===== config.mk =====
export PLATFORM = sky130hd
export DESIGN_NAME = traffic_light_monitor
export DESIGN_NICKNAME = d
export VERILOG_FILES = /design/src/rtl/traffic_light_monitor.sv
export SDC_FILE = /design/constraint.sdc
export NUM_CORES = 1
export LEC_CHECK = 0
export ABC_AREA = 1
export CORE_ASPECT_RATIO = 1.1
export CORE_MARGIN = 2
export CORE_UTILIZATION = 40
export CTS_BUF_LIST = sky130_fd_sc_hd__clkbuf_4
export DETAILED_ROUTE_END_ITERATION = 8
export PLACE_DENSITY = 0.66
export SKIP_LAST_GASP = 1
export SLEW_MARGIN = 20
export SYNTH_ARGS = -nofsm -noshare
export SYNTH_HDL_FRONTEND = slang
export SYNTH_SLANG_ARGS = --single-unit

===== constraint.sdc =====
create_clock -name clk -period 1.34 [get_ports clk]
set_clock_uncertainty 0.15 [all_clocks]
set_input_delay 0.268 -clock clk [delete_from_list [all_inputs] [get_ports clk]]
set_output_delay 0.268 -clock clk [all_outputs]
set_load 0.05 [all_outputs]

===== src/rtl/traffic_light_monitor.sv =====
// -----------------------------------------------------------------------------
// traffic_light_monitor
//
// Passive checker on the receive side of a 2-bit traffic light code bus
// (00=Red, 01=Green, 10=Yellow, 11=invalid). The light code is sampled on every
// enabled clock edge. The monitor follows the Red->Green->Yellow->Red order,
// measures how long each colour is held, and reports what it finds.
//
// Ports
//   clk          in   clock, rising edge
//   reset_n      in   asynchronous active-low reset
//   enable       in   1 = monitor active, 0 = hold state (err_pulse forced low)
//   light        in   [1:0] observed light code
//   clear_err    in   synchronous clear of err_flags (set wins on same edge)
//   err_flags    out  [3:0] sticky: [0] illegal sequence, [1] dwell too short,
//                     [2] stuck, [3] invalid code 11
//   err_pulse    out  one-cycle pulse on any edge with a new detection
//   cycle_count  out  [7:0] completed legal Yellow->Red transitions (wraps)
//   tracking     out  1 while the FSM is in TRACK
//
// All outputs are registered. Detections become visible one cycle after the
// offending code is sampled.
//
// FSM states
//   state      | meaning
//   -----------+-----------------------------------------------------------
//   ST_ACQUIRE | waiting for the first Red; no sequence or dwell checks
//   ST_TRACK   | locked to the sequence; order, dwell and stuck checks run
// -----------------------------------------------------------------------------
module traffic_light_monitor #(
  parameter int MIN_RED    = 1,
  parameter int MIN_GREEN  = 1,
  parameter int MIN_YELLOW = 1,
  parameter int MAX_DWELL  = 8,
  parameter int CNT_W      = 4
) (
  input  logic       clk,
  input  logic       reset_n,
  input  logic       enable,
  input  logic [1:0] light,
  input  logic       clear_err,
  output logic [3:0] err_flags,
  output logic       err_pulse,
  output logic [7:0] cycle_count,
  output logic       tracking
);

  localparam logic [0:0] ST_ACQUIRE = 1'b0;
  localparam logic [0:0] ST_TRACK   = 1'b1;

  localparam logic [1:0] L_RED    = 2'b00;
  localparam logic [1:0] L_GREEN  = 2'b01;
  localparam logic [1:0] L_YELLOW = 2'b10;
  localparam logic [1:0] L_BAD    = 2'b11;

  // Error bit positions
  localparam int E_SEQ   = 0;
  localparam int E_SHORT = 1;
  localparam int E_STUCK = 2;
  localparam int E_CODE  = 3;

  // Comparisons are done one bit wider than the dwell counter so that a
  // saturated counter (all ones) plus one can never alias a threshold.
  localparam logic [CNT_W-1:0] DWELL_SAT   = '1;
  localparam logic [CNT_W:0]   MIN_RED_C   = (CNT_W+1)'(MIN_RED);
  localparam logic [CNT_W:0]   MIN_GREEN_C = (CNT_W+1)'(MIN_GREEN);
  localparam logic [CNT_W:0]   MIN_YEL_C   = (CNT_W+1)'(MIN_YELLOW);
  localparam logic [CNT_W:0]   MAX_DWELL_C = (CNT_W+1)'(MAX_DWELL);
  localparam logic             STUCK_EN    = (MAX_DWELL != 0);

  logic [0:0]       state_q,      state_d;
  logic [1:0]       last_light_q, last_light_d;
  logic [CNT_W-1:0] dwell_q,      dwell_d;
  logic [3:0]       err_flags_q,  err_flags_d;
  logic             err_pulse_q,  err_pulse_d;
  logic [7:0]       cycle_cnt_q,  cycle_cnt_d;
  logic             tracking_q,   tracking_d;

  logic             changed;
  logic             legal_pair;
  logic [CNT_W:0]   dwell_ext;
  logic [CNT_W:0]   dwell_inc;
  logic [CNT_W:0]   min_old;
  logic [3:0]       det;

  assign changed   = (light != last_light_q);
  assign dwell_ext = {1'b0, dwell_q};
  assign dwell_inc = dwell_ext + (CNT_W+1)'(1);

  // The only legal successors are Red->Green, Green->Yellow, Yellow->Red.
  always_comb begin
    legal_pair = 1'b0;
    min_old    = MIN_RED_C;
    unique case (last_light_q)
      L_RED: begin
        legal_pair = (light == L_GREEN);
        min_old    = MIN_RED_C;
      end
      L_GREEN: begin
        legal_pair = (light == L_YELLOW);
        min_old    = MIN_GREEN_C;
      end
      L_YELLOW: begin
        legal_pair = (light == L_RED);
        min_old    = MIN_YEL_C;
      end
      default: begin
        legal_pair = 1'b0;
        min_old    = MIN_RED_C;
      end
    endcase
  end

  always_comb begin
    state_d      = state_q;
    last_light_d = last_light_q;
    dwell_d      = dwell_q;
    cycle_cnt_d  = cycle_cnt_q;
    det          = '0;

    if (enable) begin
      last_light_d = light;
      if (changed) begin
        dwell_d = CNT_W'(1);
      end else if (dwell_q != DWELL_SAT) begin
        dwell_d = dwell_q + CNT_W'(1);
      end

      unique case (state_q)
        ST_ACQUIRE: begin
          if (light == L_BAD) begin
            det[E_CODE] = 1'b1;
          end else if (light == L_RED) begin
            state_d = ST_TRACK;
          end
        end
        ST_TRACK: begin
          if (light == L_BAD) begin
            // Invalid code drops lock; order and dwell are not judged here.
            det[E_CODE] = 1'b1;
            state_d     = ST_ACQUIRE;
          end else if (changed) begin
            det[E_SEQ]   = !legal_pair;
            det[E_SHORT] = (dwell_ext < min_old);
            if (legal_pair && (last_light_q == L_YELLOW)) begin
              cycle_cnt_d = cycle_cnt_q + 8'd1;
            end
          end else if (STUCK_EN && (dwell_inc == MAX_DWELL_C)) begin
            // Fires once: the counter passes the threshold and saturates
            // above it until the light changes.
            det[E_STUCK] = 1'b1;
          end
        end
        default: state_d = ST_ACQUIRE;
      endcase
    end

    // Newly detected bits survive a simultaneous clear.
    err_flags_d = (clear_err ? 4'b0000 : err_flags_q) | det;
    err_pulse_d = |det;
    tracking_d  = (state_d == ST_TRACK);
  end

  always_ff @(posedge clk or negedge reset_n) begin
    if (!reset_n) begin
      state_q      <= ST_ACQUIRE;
      last_light_q <= L_RED;
      dwell_q      <= '0;
      err_flags_q  <= '0;
      err_pulse_q  <= 1'b0;
      cycle_cnt_q  <= '0;
      tracking_q   <= 1'b0;
    end else begin
      state_q      <= state_d;
      last_light_q <= last_light_d;
      dwell_q      <= dwell_d;
      err_flags_q  <= err_flags_d;
      err_pulse_q  <= err_pulse_d;
      cycle_cnt_q  <= cycle_cnt_d;
      tracking_q   <= tracking_d;
    end
  end

  assign err_flags   = err_flags_q;
  assign err_pulse   = err_pulse_q;
  assign cycle_count = cycle_cnt_q;
  assign tracking    = tracking_q;

endmodule


==> results.md <==
* Outcome: finished, violations left
* Failing checks: setup timing
* First-pass GRT wire length at around 4500 µm
* Max-cap violations at 0
* Slew at the pin with the worst max-slew slack at roughly 0.27 ns
* Mapped Avg Cell Area at 7.574 µm²
* Type of element capturing the critical path: output pin
* Count of nets after finishing at between 200 and 250
* Unrepaired setup endpoints after global routing: true
* Simple-Gate Fraction of Synth Area at between 30% and 40%
* Number of antenna repair diodes at 0
* Fraction of synthesis flops using an asynchronous set or reset pin at between 90% and 100%
* Classification of the worst-slack hold path: input port to asynchronous set/reset pin
* Most numerous cell types in the synthesized netlist: 50 x sky130_fd_sc_hd__nand2_1, 22 x sky130_fd_sc_hd__inv_1, 20 x sky130_fd_sc_hd__dfrtp_1, 10 x sky130_fd_sc_hd__nand3_1, 10 x sky130_fd_sc_hd__nor2_1
* CTS tree: yes
* Maximum vdd ir drop at approximately 1.1 mV
* Launch point of the worst reg-to-reg path: last_light_q[0]
* Starting utilization of the core area at 41.65%
* Setup violation total in the final timing report at 10
* Syn_nets at 160
* Post-Place Cell Area at around 1600 µm²
* Final critical-path share of the clock period at 104.0%
* Vias in the first global route at roughly 1,100
* Critical path type: register to output pin
* Clock slew at the register clock pins of the worst setup and hold paths at 0.11 ns
* Reported leakage power at about 0.97 nW
* Pin count of the biggest net entering global routing at 21
* Number of synthesized register bits at 20
* Cells along the critical path: buf_6 -> buf_12
* Post-layout instance area at around 1900 µm²
* Startpoint kind of the worst setup timing path: register
* Die extent in y at 59.90 µm
* Vias per cell at just over 5
* Largest cells by area after synthesis: sky130_fd_sc_hd__dfrtp_1 44%, sky130_fd_sc_hd__nand2_1 17%, sky130_fd_sc_hd__inv_1 7.3%
* Register area share after synthesis at between 40 and 50%
* Maximum net fanout on the critical path at 2
* Share of post-route cells with drive strength above 1 at 46.46%
* Avg WL per Cell at roughly 12 µm
* Placeable Area at ~2700 µm²
* WP data required at just over 0.9 ns
* Setup slack on the worst flop-to-flop path at -0.04 ns
* Final hold viol count at 0
* Clock buffers created by TritonCTS at 3
* Worst hold slack across all endpoints at 0.1560 ns
* Primary FF master, synth: sky130_fd_sc_hd__dfrtp_1
* Chip width at roughly 55 µm
* Detailed Routing Iterations Pass 1 at 4
* Final estimated routing congestion in global placement at a little over 0.8
* Num Clock Sinks at 20
* Data arrival time of the worst path at about 1 ns
* Most frequent cell after synthesis: sky130_fd_sc_hd__nand2_1
* Post-synthesis xor/xnor area fraction at between 3 and 4%
* Number of routed nets with antenna violations at 0
* Boundary Pins at 20
* Post-synthesis instance area at 1136 µm²
* Grt ovf at 0
* Critical Path Slowest Stage Cell: sky130_fd_sc_hd__dfrtp_2
* Post-layout total power at about 2.3 mW
* Violation count after the first detailed-route iteration at 23
* Number of warnings printed during yosys synthesis at 0
* Standard-cell row count at 20
* CTS Root Cell: sky130_fd_sc_hd__clkbuf_4
* Adder-cell share of the synthesized area at ~4.4%
* Synth area leader: sky130_fd_sc_hd__dfrtp_1
* Synth-to-layout area growth at 70.70%
* Max clock buf depth at 2
* Fraction of the mapped netlist area in compound gates at under 10%
* Maximum frequency from static timing analysis at 717.6 MHz
* Detailed-placement wirelength estimate at ~1900 µm
* Post-cts hold buffer count at 0
* Number of slew-limit violations in the final report at 0
* PwrDens at 1190 nW/µm²
* Number of cells traversed by the worst register-to-register path at 7
* Time the worst path needs with I/O delays and setup at about 1.4 ns
* Post-Syn Instances at 150
* Worst-case setup margin in the final layout at -0.05355 ns
* Detailed-route DRC error count at 0
* Worst slew margin at between 80% and 90%
* Proportion of synthesized area in mux cells at 0%
* Largest stage delay on the critical path at 0.42 ns
* H-tree level count at 1
* Antenna violations before repair at 0
* Tot GR Track Use at 18.99%
* End of the worst register-to-register path: dwell_q[2]
* Total Wirelength at between 2000 and 3000 µm
* Post-synth cell types at 22
* Number of flops mapped to enable cells by yosys at 0
* Number of buffers inserted by port buffering at 19
* Combinational family with the most area after synthesis: simple AND/OR/NAND/NOR gates
* Total Die Area at between 3000 and 4000 µm²
* Share of the synthesized area in the top cell type at approximately 44%
* Clock latency reported for the late side of the worst-skew pair at 0.29 ns
* Vias at 1,162
-- critical path, delay by kind of cell, from the launching register on --
| family | cells | cell delay, ns |
|---|---|---|
| flops | 1 | 0.42 |
| buf+inv | 2 | 0.25 |
-- how the worst max path moves through the flow --
stage | cells past startpoint | end | from
final | 2 | tracking | tracking
after floorplan | 7 | cycle_count[3] | tracking
after global placement | 9 | cycle_count[6] | light[1]
after detailed placement | 9 | cycle_count[6] | light[1]
after global routing | 2 | tracking | tracking
after CTS | 2 | tracking | tracking
-- layout make-up --
| type | count | area, µm² |
|---|---|---|
| clock inverters | 1 | 30.03 |
| well taps | 33 | 41.29 |
| clock buffers | 3 | 22.52 |
| flip-flops and latches | 20 | 513.0 |
| multi-input cells | 105 | 679.4 |
| fillers | 185 | 788.3 |
| inverters | 24 | 92.59 |
| repair buffers | 45 | 560.5 |
-- cell usage in the layout, fill, tap and decap left out, drive strengths merged --
cell and count:
nand4 5, nor3b 1, a22o 1, bufinv 1
xor2 4, clkdlybuf4s50 2, ha 4, dlymetal6s2s 1
nand3 10, o21ai 11, nand2 53, inv 24
nor2 12, or2 1, clkbuf 3, a21oi 2
xnor2 1, buf 40, dfrtp 20, dlygate4sd2 2
-- routing by layer --
metal	wire (µm)	GRT usage, %	vias to the layer above
met5	0	0	-
met4	53	8.214	0
met3	93	3.500	7
met2	1621	34.35	24
met1	1098	20.93	566
li1	-	-	565
-- registers in the layout, summed over array words and instances, names as in the netlist --
register and count:
cycle_count 8, dwell_q 4, err_flags 4, last_light_q 2
err_pulse 1, tracking 1
-- power breakdown --
group / switching (mW) / internal (mW) / leakage [nW] / total, mW
combinational: 0.490 / 0.507 / 0.701 / 0.997
clock: 0.181 / 0.302 / 0.0279 / 0.483
sequential: 0.131 / 0.697 / 0.239 / 0.828
total: 0.801 / 1.51 / 0.968 / 2.31
-- cells by family after synthesis --
group	Yosys count
compound gates	14
flops	20
buf+inv	26
xor+xnor	5
simple gates	81
fa+ha+maj	4
-- per-stage QoR --
| stage | setup TNS, ns | cells | util, % | setup slack, ns |
|---|---|---|---|---|
| 3_3_place_gp | -6.795 | 212 | 59.77 | -0.4368 |
| 5_1_grt | -1.239 | 231 | 71.10 | -0.08985 |
| 2_1_floorplan | -0.2997 | 150 | - | -0.04920 |
| 6_report | -0.2508 | 231 | 71.10 | -0.05355 |
| 4_1_cts | -0.1607 | 228 | 67.52 | -0.05255 |
| 3_5_place_dp | -7.484 | 212 | 59.77 | -0.4770 |
-- repair_timing --
item,in CTS,in global routing
cloned,1,0
resized for setup,22,26
setup buffers,11,4
pin swaps,14,26
setup endpoints to repair,21,29
Power figures use the tool's default switching activity.
